### config.mk
export PLATFORM = sky130hd
export DESIGN_NAME = segment_transition_scheduler
export DESIGN_NICKNAME = d
export VERILOG_FILES = /design/src/rtl/segment_transition_scheduler.sv
export SDC_FILE = /design/constraint.sdc
export NUM_CORES = 1
export LEC_CHECK = 0
export BUFFER_PORTS_ARGS = -buffer_cell sky130_fd_sc_hd__buf_4
export CORE_MARGIN = 2
export CORE_UTILIZATION = 55
export DETAILED_ROUTE_END_ITERATION = 12
export PLACE_DENSITY = 0.87
export SLEW_MARGIN = 15
export SYNTH_ARGS = -nofsm -noshare
export SYNTH_HDL_FRONTEND = slang
export SYNTH_SLANG_ARGS = --single-unit
export TNS_END_PERCENT = 5
### constraint.sdc
create_clock -name clk -period 4.45 [get_ports clk]
set_clock_uncertainty 0.1 [all_clocks]
set_input_delay 0 -clock clk [delete_from_list [all_inputs] [get_ports clk]]
set_output_delay 0 -clock clk [all_outputs]
set_load 0.01 [all_outputs]
### src/rtl/segment_transition_scheduler.sv
// Active-segment switch sequencer: captures a transition request, waits for its
// trigger (immediate, index wrap, system time or GPIO edge), then commits on UPDATE.
module segment_transition_scheduler #(
    parameter int TIME_W      = 64,
    parameter int GPIO_N      = 4,
    parameter int SYNC_STAGES = 2
) (
    input  logic              clk,
    input  logic              rst_n,
    input  logic              req_valid,
    output logic              req_ready,
    input  logic              req_segment,
    input  logic [2:0]        req_mode,
    input  logic [TIME_W-1:0] req_value,
    input  logic              update,
    input  logic              idx_wrap,
    input  logic [TIME_W-1:0] sys_time,
    input  logic [GPIO_N-1:0] gpio_in,
    output logic              segment,
    output logic              swap,
    output logic              busy,
    output logic              err
);

    localparam int PIN_W = (GPIO_N > 1) ? $clog2(GPIO_N) : 1;

    localparam logic [2:0] MODE_IMM  = 3'd0;
    localparam logic [2:0] MODE_IDX  = 3'd1;
    localparam logic [2:0] MODE_TIME = 3'd2;
    localparam logic [2:0] MODE_GPIO = 3'd3;

    typedef enum logic [1:0] {
        IDLE,
        ARMED,
        COMMIT
    } state_t;

    state_t              state;
    logic                seg_q;
    logic [2:0]          mode_q;
    logic [TIME_W-1:0]   value_q;
    logic [PIN_W-1:0]    pin_q;
    logic [GPIO_N-1:0]   sync_q [SYNC_STAGES];
    logic [GPIO_N-1:0]   gpio_prev;
    logic [GPIO_N-1:0]   gpio_rise;
    logic                trig_hit;

    assign req_ready = 1'b1;

    // Edge history runs continuously so an edge seen while idle is consumed, not stored.
    always_ff @(posedge clk or negedge rst_n) begin
        if (!rst_n) begin
            for (int i = 0; i < SYNC_STAGES; i++) begin
                sync_q[i] <= '0;
            end
            gpio_prev <= '0;
        end else begin
            sync_q[0] <= gpio_in;
            for (int i = 1; i < SYNC_STAGES; i++) begin
                sync_q[i] <= sync_q[i-1];
            end
            gpio_prev <= sync_q[SYNC_STAGES-1];
        end
    end

    assign gpio_rise = sync_q[SYNC_STAGES-1] & ~gpio_prev;

    always_comb begin
        trig_hit = 1'b0;
        case (mode_q)
            MODE_IDX:  trig_hit = idx_wrap;
            MODE_TIME: trig_hit = (sys_time >= value_q);
            MODE_GPIO: trig_hit = gpio_rise[pin_q];
            default:   trig_hit = 1'b0;
        endcase
    end

    // A new request always takes priority over whatever is pending, including a
    // trigger or UPDATE arriving in the same cycle.
    always_ff @(posedge clk or negedge rst_n) begin
        if (!rst_n) begin
            state   <= IDLE;
            seg_q   <= 1'b0;
            mode_q  <= MODE_IMM;
            value_q <= '0;
            pin_q   <= '0;
            segment <= 1'b0;
            swap    <= 1'b0;
            busy    <= 1'b0;
            err     <= 1'b0;
        end else begin
            swap <= 1'b0;
            err  <= 1'b0;
            if (req_valid) begin
                seg_q   <= req_segment;
                mode_q  <= req_mode;
                value_q <= req_value;
                pin_q   <= req_value[PIN_W-1:0];
                case (req_mode)
                    MODE_IMM: begin
                        state <= COMMIT;
                        busy  <= 1'b0;
                    end
                    MODE_IDX, MODE_GPIO: begin
                        state <= ARMED;
                        busy  <= 1'b1;
                    end
                    MODE_TIME: begin
                        busy <= 1'b1;
                        // A trigger time already in the past still commits, but is flagged.
                        if (req_value < sys_time) begin
                            err   <= 1'b1;
                            state <= COMMIT;
                        end else begin
                            state <= ARMED;
                        end
                    end
                    default: begin
                        err   <= 1'b1;
                        state <= IDLE;
                        busy  <= 1'b0;
                    end
                endcase
            end else begin
                case (state)
                    ARMED: begin
                        if (trig_hit) begin
                            state <= COMMIT;
                        end
                    end
                    COMMIT: begin
                        if (update) begin
                            segment <= seg_q;
                            swap    <= 1'b1;
                            busy    <= 1'b0;
                            state   <= IDLE;
                        end
                    end
                    default: state <= IDLE;
                endcase
            end
        end
    end

endmodule

==> summary.txt <==
Drt
  – Post-DRT Antenna Nets: 0
  – Drt first-iter violations: 334
  – Drt wl/cell: 15.9 um
  – Vias: 5929
  – Remaining DRCs: 0
  – Vias per inst: 5.49
  – 1st-pass router iterations: 4
  – Total Wirelength: 17.1 mm

Timing
  – Fin. max-slew vios: 0
  – Fin crit share: 0.582
  – Max Clock Freq: 386 MHz
  – Unrepaired setup endpoints after global routing: false
  – Final Hold Fails: 0
  – Setup Viol. Count Final: 0
  – Tmin final: 2.59 ns
  – Post-route setup TNS: 0 ns
  – PnR worst setup slack: 1.86 ns
  – Slew @ Worst Pin: 0.634 ns
  – Relative slew slack: 0.573

Worst setup path
  – CP top delay family: simple AND/OR/NAND/NOR gates
  – CP Launch Type: input pin
  – CP max stage delay: 0.57 ns
  – Critical Path AT: 2.71 ns
  – Critical Path RT: 4.57 ns
  – Most used cell, CP: nor4_1
  – Type of destination of the critical path: register
  – Crit Path Class: input pin to register
  – Worst-path maximum fanout: 3
  – CP max stage cell: nor4_1
  – CP Buf/Inv Count: 3
  – Crit-path cells: dlygate4sd3_1 -> buf_4 -> ha_1 -> nand4_1 -> nor2_1 -> inv_1 -> nor4_1 -> nand2_1 -> o31a_2 -> nor3b_1 -> nor4_1

Yosys
  – Seq/Total Area, Yosys: 0.347
  – Leading post-synthesis cells by cell area: dfrtp_1 (35%), ha_1 (26%), inv_1 (8.0%)
  – FF+latch count, synth: 86
  – Syn Area/Cell: 8.63 um^2
  – Number of synthesized flops with an enable pin: 0
  – Cell Area, Synth: 0.00620 mm^2
  – Post-synthesis cell type count: 42
  – Synth top area share: 0.347
  – Synth Warn #: 0
  – Synth area leader: dfrtp_1
  – Count leader, synth: inv_1
  – FFs w/ async S/R, synth: 1.00
  – Ys flop type: dfrtp_1
  – Synth cell count leaders: inv_1 (133), ha_1 (127), nand2_1 (94)
  – Post-synth net total: 987
  – Synthesized instance count: 719

Die
  – Boundary Pins: 146
  – Core area: 0.0109 mm^2
  – Initial Util: 0.567
  – Die area: 0.0121 mm^2
  – Die W: 110 um
  – FP Rows: 38
  – Die height: 110 um

Place
  – Detailed placer's ending HPWL: 11.9 mm
  – RD Place Congestion: 0.848
  – Buffers added on ports: 144
  – Pre-CTS setup slack: 1.93 ns
  – Placed cells: 989

Clocking
  – Clock Tree Buf Depth: 2
  – # H-tree levels: 3
  – Clk slew on worst S/H paths: 0.07 ns
  – PostCTS Resize Cnt: 0
  – CTS root buffer: clkbuf_16
  – Cts bufs inserted: 9
  – TritonCTS clock tree: built
  – CTS Sinks: 86
  – Clock latency on the worst-skew pair: 0.34 ns

Run
  – Max Cap Viol: 0

Global route
  – All-Layer GR Usage: 0.294
  – Largest net degree at the start of global routing: 72
  – Initial antenna violation count: 0
  – Global-route wire length before repair: 27.4 mm
  – Remaining Overflow, GRT: 0
  – Vias in the first global route: 6000

Final layout
  – Layout cells sized above 1: 0.183
  – Number of fill cells in the layout: 715
  – Final net count: 1202
  – Layout Cells excl Fill: 1079
  – Inserted Diodes: 0
  – Area Overhead vs Synth: 36.0%

Outcome
  – Outcome: finished, final reports clean

Pwr
  – Pwr Density: 265 mW/mm^2
  – P_leak: 0.00446 uW
  – Pwr Total: 2240 uW
  – VDD IR max: 237 uV

Min path
  – Worst Hold Class: input pin to async pin
[placed cells by master, fill, tap and decap left out, drive strengths merged, types with 5 or more instances in the layout]
master       instances
buf                146
dfrtp               86
o21a                 5
nand4               24
mux2                 5
ha                 127
clkbuf               9
dlygate4sd3         74
nand2               94
a21oi               42
inv                138
o221ai               6
nand3               10
nor2                19
a211oi               9
nor4                 6
nor3                 9
a21o                11
o21ai               88
[area by class of cell]
class / count / area (um^2) / area share
Multi-Input combinational cell: 484 / 3490 / 0.413
Sequential cell: 86 / 2150 / 0.255
Timing Repair Buffer: 220 / 1840 / 0.218
Inverter: 133 / 499 / 0.0592
Clock buffer: 9 / 225 / 0.0267
Tap cell: 140 / 175 / 0.0208
Clock inverter: 7 / 62.6 / 0.00741
[flip-flops by register name (all words and copies together) (netlist names), 2 cells and up]
| register | count |
|---|---|
| sync_q | 8 |
| state | 2 |
| gpio_prev | 4 |
| value_q | 64 |
| mode_q | 3 |
[routing by layer]
layer	routed length [um]	GRT usage	vias up	share of wire
li1	-	-	2900	-
met1	7050	0.352	2773	0.41
met2	8590	0.519	210	0.50
met3	916	0.0553	46	0.054
met4	555	0.116	0	0.032
met5	0	0	-	0
[logic make-up after synthesis]
logic type / Yosys count / synth area share
compound gates: 176 / 0.167
fa+ha+maj: 127 / 0.256
buf+inv: 149 / 0.0908
flops: 86 / 0.347
mux: 5 / 0.00908
other cells: 1 / 0.000605
simple gates: 175 / 0.130
[report_power, final]
group	internal, uW	switching (uW)
Combinational	307	323
Clock	391	340
Sequential	851	24.4
[repair_timing]
action,4_1_cts,5_1_grt
setup buffers,0,0
hold buffers,74,0
endpoints found under the hold margin,112,0
[final timing paths]
kind	startpoint	cells after the start	to	slack (ns)
max	req_value[59]	11	state[1]	1.86
min	rst_n	2	value_q[30]	0.08
max reg2reg	value_q[46]	10	state[0]	1.93
min reg2reg	sync_q[7]	0	sync_q[3]	0.25
max in group asynchronous	rst_n	3	value_q[1]	3.14
min in group clk	req_valid	3	value_q[61]	0.09
[through the flow]
| step | hold slack [ns] | util | cell area [um^2] |
|---|---|---|---|
| after floorplan | -0.396 | - | 6200 |
| after global placement | -0.0948 | 0.678 | 7410 |
| after detailed placement | -0.0942 | 0.678 | 7410 |
| after CTS | 0.0843 | 0.772 | 8440 |
| after global routing | 0.127 | 0.772 | 8440 |
| final | 0.0791 | 0.772 | 8440 |
Power figures use the tool's default switching activity.
